`src/rtl/poseidon_input_framer.sv`:
```
// Receive-side framer: packs ARITY field elements per valid/ready/last frame into one
// parallel state vector for the permutation core, discarding short and long frames.
module poseidon_input_framer #(
  parameter int unsigned WIDTH = 255,
  parameter int unsigned ARITY = 3,
  parameter int unsigned CNT_W = 16
) (
  input  logic                   clk,
  input  logic                   reset,
  input  logic                   io_input_valid,
  output logic                   io_input_ready,
  input  logic                   io_input_last,
  input  logic [WIDTH-1:0]       io_input_payload,
  output logic                   io_output_valid,
  input  logic                   io_output_ready,
  output logic [ARITY*WIDTH-1:0] io_output_payload,
  output logic                   io_frame_error,
  output logic [CNT_W-1:0]       io_frame_count
);

  localparam int unsigned IDX_W = (ARITY > 1) ? $clog2(ARITY) : 1;
  localparam int unsigned VEC_W = ARITY * WIDTH;
  localparam logic [IDX_W-1:0] IDX_LAST = IDX_W'(ARITY - 1);

  typedef enum logic [1:0] {
    COLLECT = 2'd0,
    EMIT    = 2'd1,
    DROP    = 2'd2
  } state_e;

  state_e           state_q, state_d;
  logic [IDX_W-1:0] idx_q, idx_d;
  logic [VEC_W-1:0] buf_q, buf_d;
  logic [VEC_W-1:0] payload_q, payload_d;
  logic [CNT_W-1:0] cnt_q, cnt_d;
  logic             in_ready_q, in_ready_d;
  logic             out_valid_q, out_valid_d;
  logic             err_q, err_d;
  logic             in_xfer;
  logic             out_xfer;

  assign in_xfer  = io_input_valid & in_ready_q;
  assign out_xfer = out_valid_q & io_output_ready;

  // Next-state: slot capture, frame-length policing, hand-off to the core
  always_comb begin
    state_d   = state_q;
    idx_d     = idx_q;
    buf_d     = buf_q;
    payload_d = payload_q;
    cnt_d     = cnt_q;
    err_d     = 1'b0;

    case (state_q)
      COLLECT: begin
        if (in_xfer) begin
          buf_d[idx_q*WIDTH +: WIDTH] = io_input_payload;
          if (io_input_last) begin
            idx_d = '0;
            if (idx_q == IDX_LAST) begin
              state_d   = EMIT;
              payload_d = buf_d;
            end else begin
              err_d = 1'b1;
            end
          end else if (idx_q == IDX_LAST) begin
            err_d   = 1'b1;
            idx_d   = '0;
            state_d = DROP;
          end else begin
            idx_d = idx_q + IDX_W'(1);
          end
        end
      end
      EMIT: begin
        if (out_xfer) begin
          cnt_d   = cnt_q + CNT_W'(1);
          state_d = COLLECT;
        end
      end
      DROP: begin
        if (in_xfer && io_input_last) begin
          state_d = COLLECT;
        end
      end
      default: begin
        state_d = COLLECT;
        idx_d   = '0;
      end
    endcase

    in_ready_d  = (state_d != EMIT);
    out_valid_d = (state_d == EMIT);
  end

  always_ff @(posedge clk) begin
    if (reset) begin
      state_q     <= COLLECT;
      idx_q       <= '0;
      buf_q       <= '0;
      payload_q   <= '0;
      cnt_q       <= '0;
      in_ready_q  <= 1'b0;
      out_valid_q <= 1'b0;
      err_q       <= 1'b0;
    end else begin
      state_q     <= state_d;
      idx_q       <= idx_d;
      buf_q       <= buf_d;
      payload_q   <= payload_d;
      cnt_q       <= cnt_d;
      in_ready_q  <= in_ready_d;
      out_valid_q <= out_valid_d;
      err_q       <= err_d;
    end
  end

  assign io_input_ready    = in_ready_q;
  assign io_output_valid   = out_valid_q;
  assign io_output_payload = payload_q;
  assign io_frame_error    = err_q;
  assign io_frame_count    = cnt_q;

endmodule

```
`config.mk`:
```
export PLATFORM = sky130hd
export DESIGN_NAME = poseidon_input_framer
export DESIGN_NICKNAME = d
export VERILOG_FILES = /design/src/rtl/poseidon_input_framer.sv
export SDC_FILE = /design/constraint.sdc
export NUM_CORES = 2
export LEC_CHECK = 0
export CAP_MARGIN = 20
export CORE_AREA = 2 2 405 407
export CTS_CLUSTER_SIZE = 28
export DETAILED_ROUTE_END_ITERATION = 10
export DIE_AREA = 0 0 407 409
export PLACE_DENSITY = 0.47
export SYNTH_ARGS = -nofsm -noshare
export SYNTH_HDL_FRONTEND = slang
export SYNTH_SLANG_ARGS = --single-unit
```
`constraint.sdc`:
```
create_clock -name clk -period 3 [get_ports clk]
set_clock_uncertainty 0.05 [all_clocks]
set_input_delay 0.3 -clock clk [delete_from_list [all_inputs] [get_ports clk]]
set_output_delay 0.3 -clock clk [all_outputs]
set_load 0.005 [all_outputs]
```
* Yosys cells after proc, flatten, opt, wreduce, memory -nomap -nowiden
Index checks and enable logic that the tools add are counted.
Storage, ports and cells: word-level logic and storage cells 48, bits of input ports 260, output and inout port bits 784, flip-flop bits (word level) 1553
Cells by class: equal/unequal tests 6, mux-type cells 15, $mul 1, reduce and logical (&&, ||, !) cells 8, $add $sub $neg 3, shifts and indexed selects 2, bitwise gates (word level) 5
Operator list (number):
- $bwmux W765 | 1
- $shift A255 B34 Y765 const A | 1
- $shiftx A255 B34 Y765 | 1
- $neg A10 Y34 | 1
- $mux W2 | 9
- $add A16 B1 Y16 const B | 1
- $mul A2 B8 Y10 const B | 1
- $pmux W2 S3 | 1
- $reduce_and A2 Y1 | 3
- $eq A2 B1 Y1 const B | 2
- $eq A2 B2 Y1 const B | 2
- $pmux W2 S2 | 1
- $reduce_and A4 Y1 | 1
- $mux W1 | 3
- $not A1 Y1 | 3
- $reduce_or A3 Y1 | 1
- $add A2 B1 Y2 const B | 1
- $and A1 B1 Y1 | 2
- $logic_not A2 Y1 | 1
- $ne A2 B1 Y1 const B | 1
- $ne A2 B2 Y1 const B | 1
- $reduce_or A2 Y1 | 1
- $logic_and A1 B1 Y1 | 1

* Longest topological paths before layout
word-level depth 6, mapped depth 10, mapped depth without buffers 6

* Worst setup path after synthesis
OpenSTA, ideal clock, no wires.
kind register to register, from register idx_q[0], to register payload_q[205] (netlist: io_output_payload[205]), stages on the path, launching flop included 9, data required time 2.892 ns, buffers on the path 2, slack 0.811 ns, clock period less this slack 2.189 ns, setup time 0.058 ns, arrival time 2.080 ns, cell sequence dfxtp_1 > inv_1 > ha_1 > nor4bb_1 > clkbuf_1 > clkbuf_1 > a221oi_1 > nor2_1 > o22a_1
Between the ends: longest elaborated chain between the ends 4, elaborated cells on any way between the ends 7, those cells by class add/sub: 1; mul: 1; eq/ne: 1; shift: 2; mux: 1; reduce/logical: 1
RTL lines:
- start: declaration | RTL line 32 | logic [IDX_W-1:0] idx_q, idx_d;
- start signal: assignment | RTL line 108 | idx_q <= idx_d;
- $mul A2 B8 Y10 | RTL line 57 | buf_d[idx_q*WIDTH +: WIDTH] = io_input_payload;
- $neg A10 Y34 | RTL line 57
- $shiftx A255 B34 Y765 or $shift A255 B34 Y765 (tied branches) | RTL line 57
- $bwmux W765 | RTL line 57
- end signal: assignment | RTL line 110 | payload_q <= payload_d;
- end: declaration | RTL line 34 | logic [VEC_W-1:0] payload_q, payload_d;
Several ways; a longest one is shown, not always the timed one. A chain may end at the register's enable or synchronous reset.

* Worst setup path in the final report
from register idx_q[0], to register payload_q[63] (netlist: io_output_payload[63])
Same word-level chain as after synthesis.

==> results.txt <==
----------------------------------------------------
[Status]
  Status ... completed

[Layout]
  Final std cell area, no fill ... 0.0655 mm^2
  Number of nets in the layout ... 5898
  Fraction of layout cells with a size suffix above 1 ... 7.17%
  Commonest non-fill, non-tap cell in the layout ... sky130_fd_sc_hd__dfxtp_1
  P&R area growth vs syn ... 38.4%
  Non-filler cells in the finished layout ... 7926
  Number of fill cells ... 16000
  Highest-count cells in the layout ignoring fill and taps ... 1298 x sky130_fd_sc_hd__dfxtp_1, 1041 x sky130_fd_sc_hd__clkdlybuf4s50_1, 578 x sky130_fd_sc_hd__nor2_1

[Min path]
  Path category of the worst min-delay check ... in2reg
  Origin of the worst min-delay path ... reset

[Critical path]
  Cell type of the slowest stage on the worst timing path ... sky130_fd_sc_hd__dfxtp_1
  Startpoint of the most critical setup path ... idx_q[0]
  Kind of end point of the critical path ... register
  Cells along the critical path ... inv_1 > ha_1 > nor4bb_4 > buf_12 > buf_12 > a221oi_1 > nor2_1 > o22a_1
  Worst reg2reg path startpoint ... idx_q[0]
  Buffer and inverter count on the worst path ... 3
  Data required, critical path ... 3670 ps
  Stage delay of the slowest cell on the critical path ... 440 ps
  Category of the most critical setup path ... reg2reg
  Top Family by Delay on Critical Path ... buffers and inverters
  Most Frequent Cell on Critical Path ... sky130_fd_sc_hd__buf_12
  Critical path arrival ... 3280 ps
  Category of the worst setup path launch point ... register
  Worst-path fanout max ... 36

[Logic synthesis]
  Synth Instances ... 4801
  Average footprint of a synthesized cell ... 9.86 um^2
  Largest cells by area after synthesis ... sky130_fd_sc_hd__dfxtp_1 55%, sky130_fd_sc_hd__a221oi_1 9.4%, sky130_fd_sc_hd__o22a_1 9.4%
  Area share of the largest cell type after synthesis ... 54.9%
  Commonest register cell after synthesis ... sky130_fd_sc_hd__dfxtp_1
  Cell type with the largest total area after synthesis ... sky130_fd_sc_hd__dfxtp_1
  Number of nets produced by synthesis ... 5070
  Share of flip-flops with an asynchronous set or reset ... 0%
  Number of flops mapped to enable cells by yosys ... 0
  Syn. warnings ... 0
  Cell area after technology mapping ... 0.0473 mm^2
  Number of distinct standard cells referenced by the synthesized netlist ... 40
  Seq cells post-synth ... 1298
  Sequential-to-total area share from yosys stat ... 54.9%

[Timing]
  F_max ... 383 MHz
  Hold Vio Cnt, Final ... 0
  Ratio of final minimum period to clock period ... 87.1%
  Unrepaired setup endpoints after global routing ... false
  Time the worst path needs with I/O delays and setup ... 2610 ps
  Worst Hold Slack ... 107 ps
  Final setup slack of the worst path ... 387 ps
  Tightest Pin Transition ... 812 ps
  Setup TNS Final ... 0 ps
  Relative slew slack ... 45.9%
  Setup violations, final ... 0
  Number of slew-limit violations in the final report ... 0

[Routing]
  DRC violation count after routing ... 0
  Count of vias placed by the detailed router ... 42700
  ANT nets after route ... 0
  Routed Wire Length ... 201000 um
  Vias per std cell ... 5.39
  Number of optimization iterations in the first detailed-route pass ... 5
  Routed WL per cell ... 25.3 um
  First DRT Iteration DRCs ... 2720

[Die]
  Horizontal extent of the die ... 407 um
  Die outline area ... 0.166 mm^2
  Number of standard-cell rows in the floorplan ... 148
  Count of pins on the block boundary ... 1044
  Core region area ... 0.162 mm^2
  Die extent in y ... 409 um
  Effective utilization at floorplan ... 29.2%

[GRT]
  Initial antenna violation count ... 9
  Maximum number of pins on one net before global-route repair ... 131
  Via count of the first global-routing pass ... 40700
  Global route overflow ... 0
  Total track usage ... 23.1%
  Wire length of the first global-routing pass ... 287000 um

[Clocking]
  Worst-case clock buffer depth ... 3
  Number of buffers created by CTS ... 149
  Max H-tree Level ... 4
  Resized Gates After CTS ... 0
  Clock input transition at the sequential cells of the worst setup and hold paths ... 60 ps
  Worst-skew pair later-pin latency ... 780 ps
  Post-cts hold buffer count ... 0
  Root Buffer ... sky130_fd_sc_hd__clkbuf_16
  CTS tree ... built
  Buffer count from post-CTS setup fixing ... 0
  Clock sink count ... 1298

[Place]
  Total half-perimeter wirelength after legalization and detailed placement ... 136000 um
  Post-place setup slack ... 320 ps
  Instance area at placement ... 0.0605 mm^2
  Input/output buffers ... 1043
  Post-placement cell count ... 7653
  Last weighted congestion value of the routability-driven placer ... 0.812

[Flow run]
  Maxcap violations ... 0

[Power]
  P per Cell Area ... 604 mW/mm^2
  Max rail drop VDD ... 0.000514 V
  Lkg Pwr ... 25.0 nW

----------------------------------------------------
[area by class of cell]
cell class | instances | area [um^2] | area share (%)
Sequential cell | 1298 | 26000 | 39.7
Multi-Input combinational cell | 2964 | 19400 | 29.6
Timing Repair Buffer | 1207 | 12400 | 18.9
Clock buffer | 221 | 4380 | 6.69
Tap cell | 2175 | 2720 | 4.15
Clock inverter | 46 | 587 | 0.896
Inverter | 9 | 48.8 | 0.0745
Antenna cell | 6 | 15.0 | 0.0229
[metrics by stage]
step	total power, mW	utilization (%)
final	39.6	40.4
after CTS	40.1	40.4
after detailed placement	21.5	37.4
after floorplan	20.0	-
after global routing	41.1	40.4
after global placement	21.5	37.4
[layer usage]
metal | up-vias | GRT usage [%] | part of all wire, %
met4 | 2 | 10.1 | 4.4
met2 | 1305 | 36.0 | 46
met3 | 320 | 6.43 | 7.4
li1 | 19700 | - | -
met5 | - | 0 | 0.0065
met1 | 21400 | 29.5 | 43
[Yosys cell counts (all sizes together) (2+ instances only)]
library cell  count
dfxtp          1298
nor2            578
a221oi          510
o21a            510
o22a            510
clkbuf          466
nand2           264
a21oi           207
nand3           207
buf              64
nor3             59
and4             56
ha                9
inv               9
and3              7
nand4             7
xnor2             7
nor4              4
xor2              4
o31ai             3
or4               3
mux2              2
o21ai             2
or3               2
[logic make-up (layout without fill, tap and decap cells)]
| kind of cell | count (synthesis) | in the layout | synth area share [%] |
|---|---|---|---|
| XOR/XNOR | 11 | 11 | 0.203 |
| multiplexers | 3 | 3 | 0.0687 |
| AND/OR/NAND/NOR | 1194 | 1194 | 11.0 |
| other | 0 | 6 | 0 |
| buffers and inverters | 539 | 1483 | 4.33 |
| adder cells (fa/ha/maj) | 9 | 9 | 0.238 |
| flip-flops | 1298 | 1298 | 54.9 |
| AO/OA/AOI/OAI | 1747 | 1747 | 29.3 |
[worst reg2reg max path, cell delays in order (launching register included)]
cell                       delay (ps)
sky130_fd_sc_hd__dfxtp_1          440
sky130_fd_sc_hd__inv_1            130
sky130_fd_sc_hd__ha_1             380
sky130_fd_sc_hd__nor4bb_4         440
sky130_fd_sc_hd__buf_12           320
sky130_fd_sc_hd__buf_12           290
sky130_fd_sc_hd__a221oi_1         160
sky130_fd_sc_hd__nor2_1           220
sky130_fd_sc_hd__o22a_1           150
[sequential cells by signal, indices dropped and copies added (netlist names)]
name and count:
io_frame_error 1, io_input_ready 1, io_output_payload 765, idx_q 2, state_q 2, buf_q 510, io_frame_count 16, io_output_valid 1
[where the power goes]
part	switching (mW)	internal (mW)	leakage (nW)	total [mW]
sequential	0.236	17.7	10.5	18.0
combinational	1.94	1.25	12.0	3.19
clock	7.68	10.8	2.45	18.4
total	9.86	29.7	25.0	39.6
[path summary, 6_finish.rpt]
check	to	slack, ps	cells past startpoint
max reg2reg	io_output_payload[63]	390	8
min	io_output_payload[519]	110	2
max	io_output_payload[63]	390	8
min reg2reg	io_output_payload[555]	400	2
Note: power is estimated with default switching activity, not from simulation.
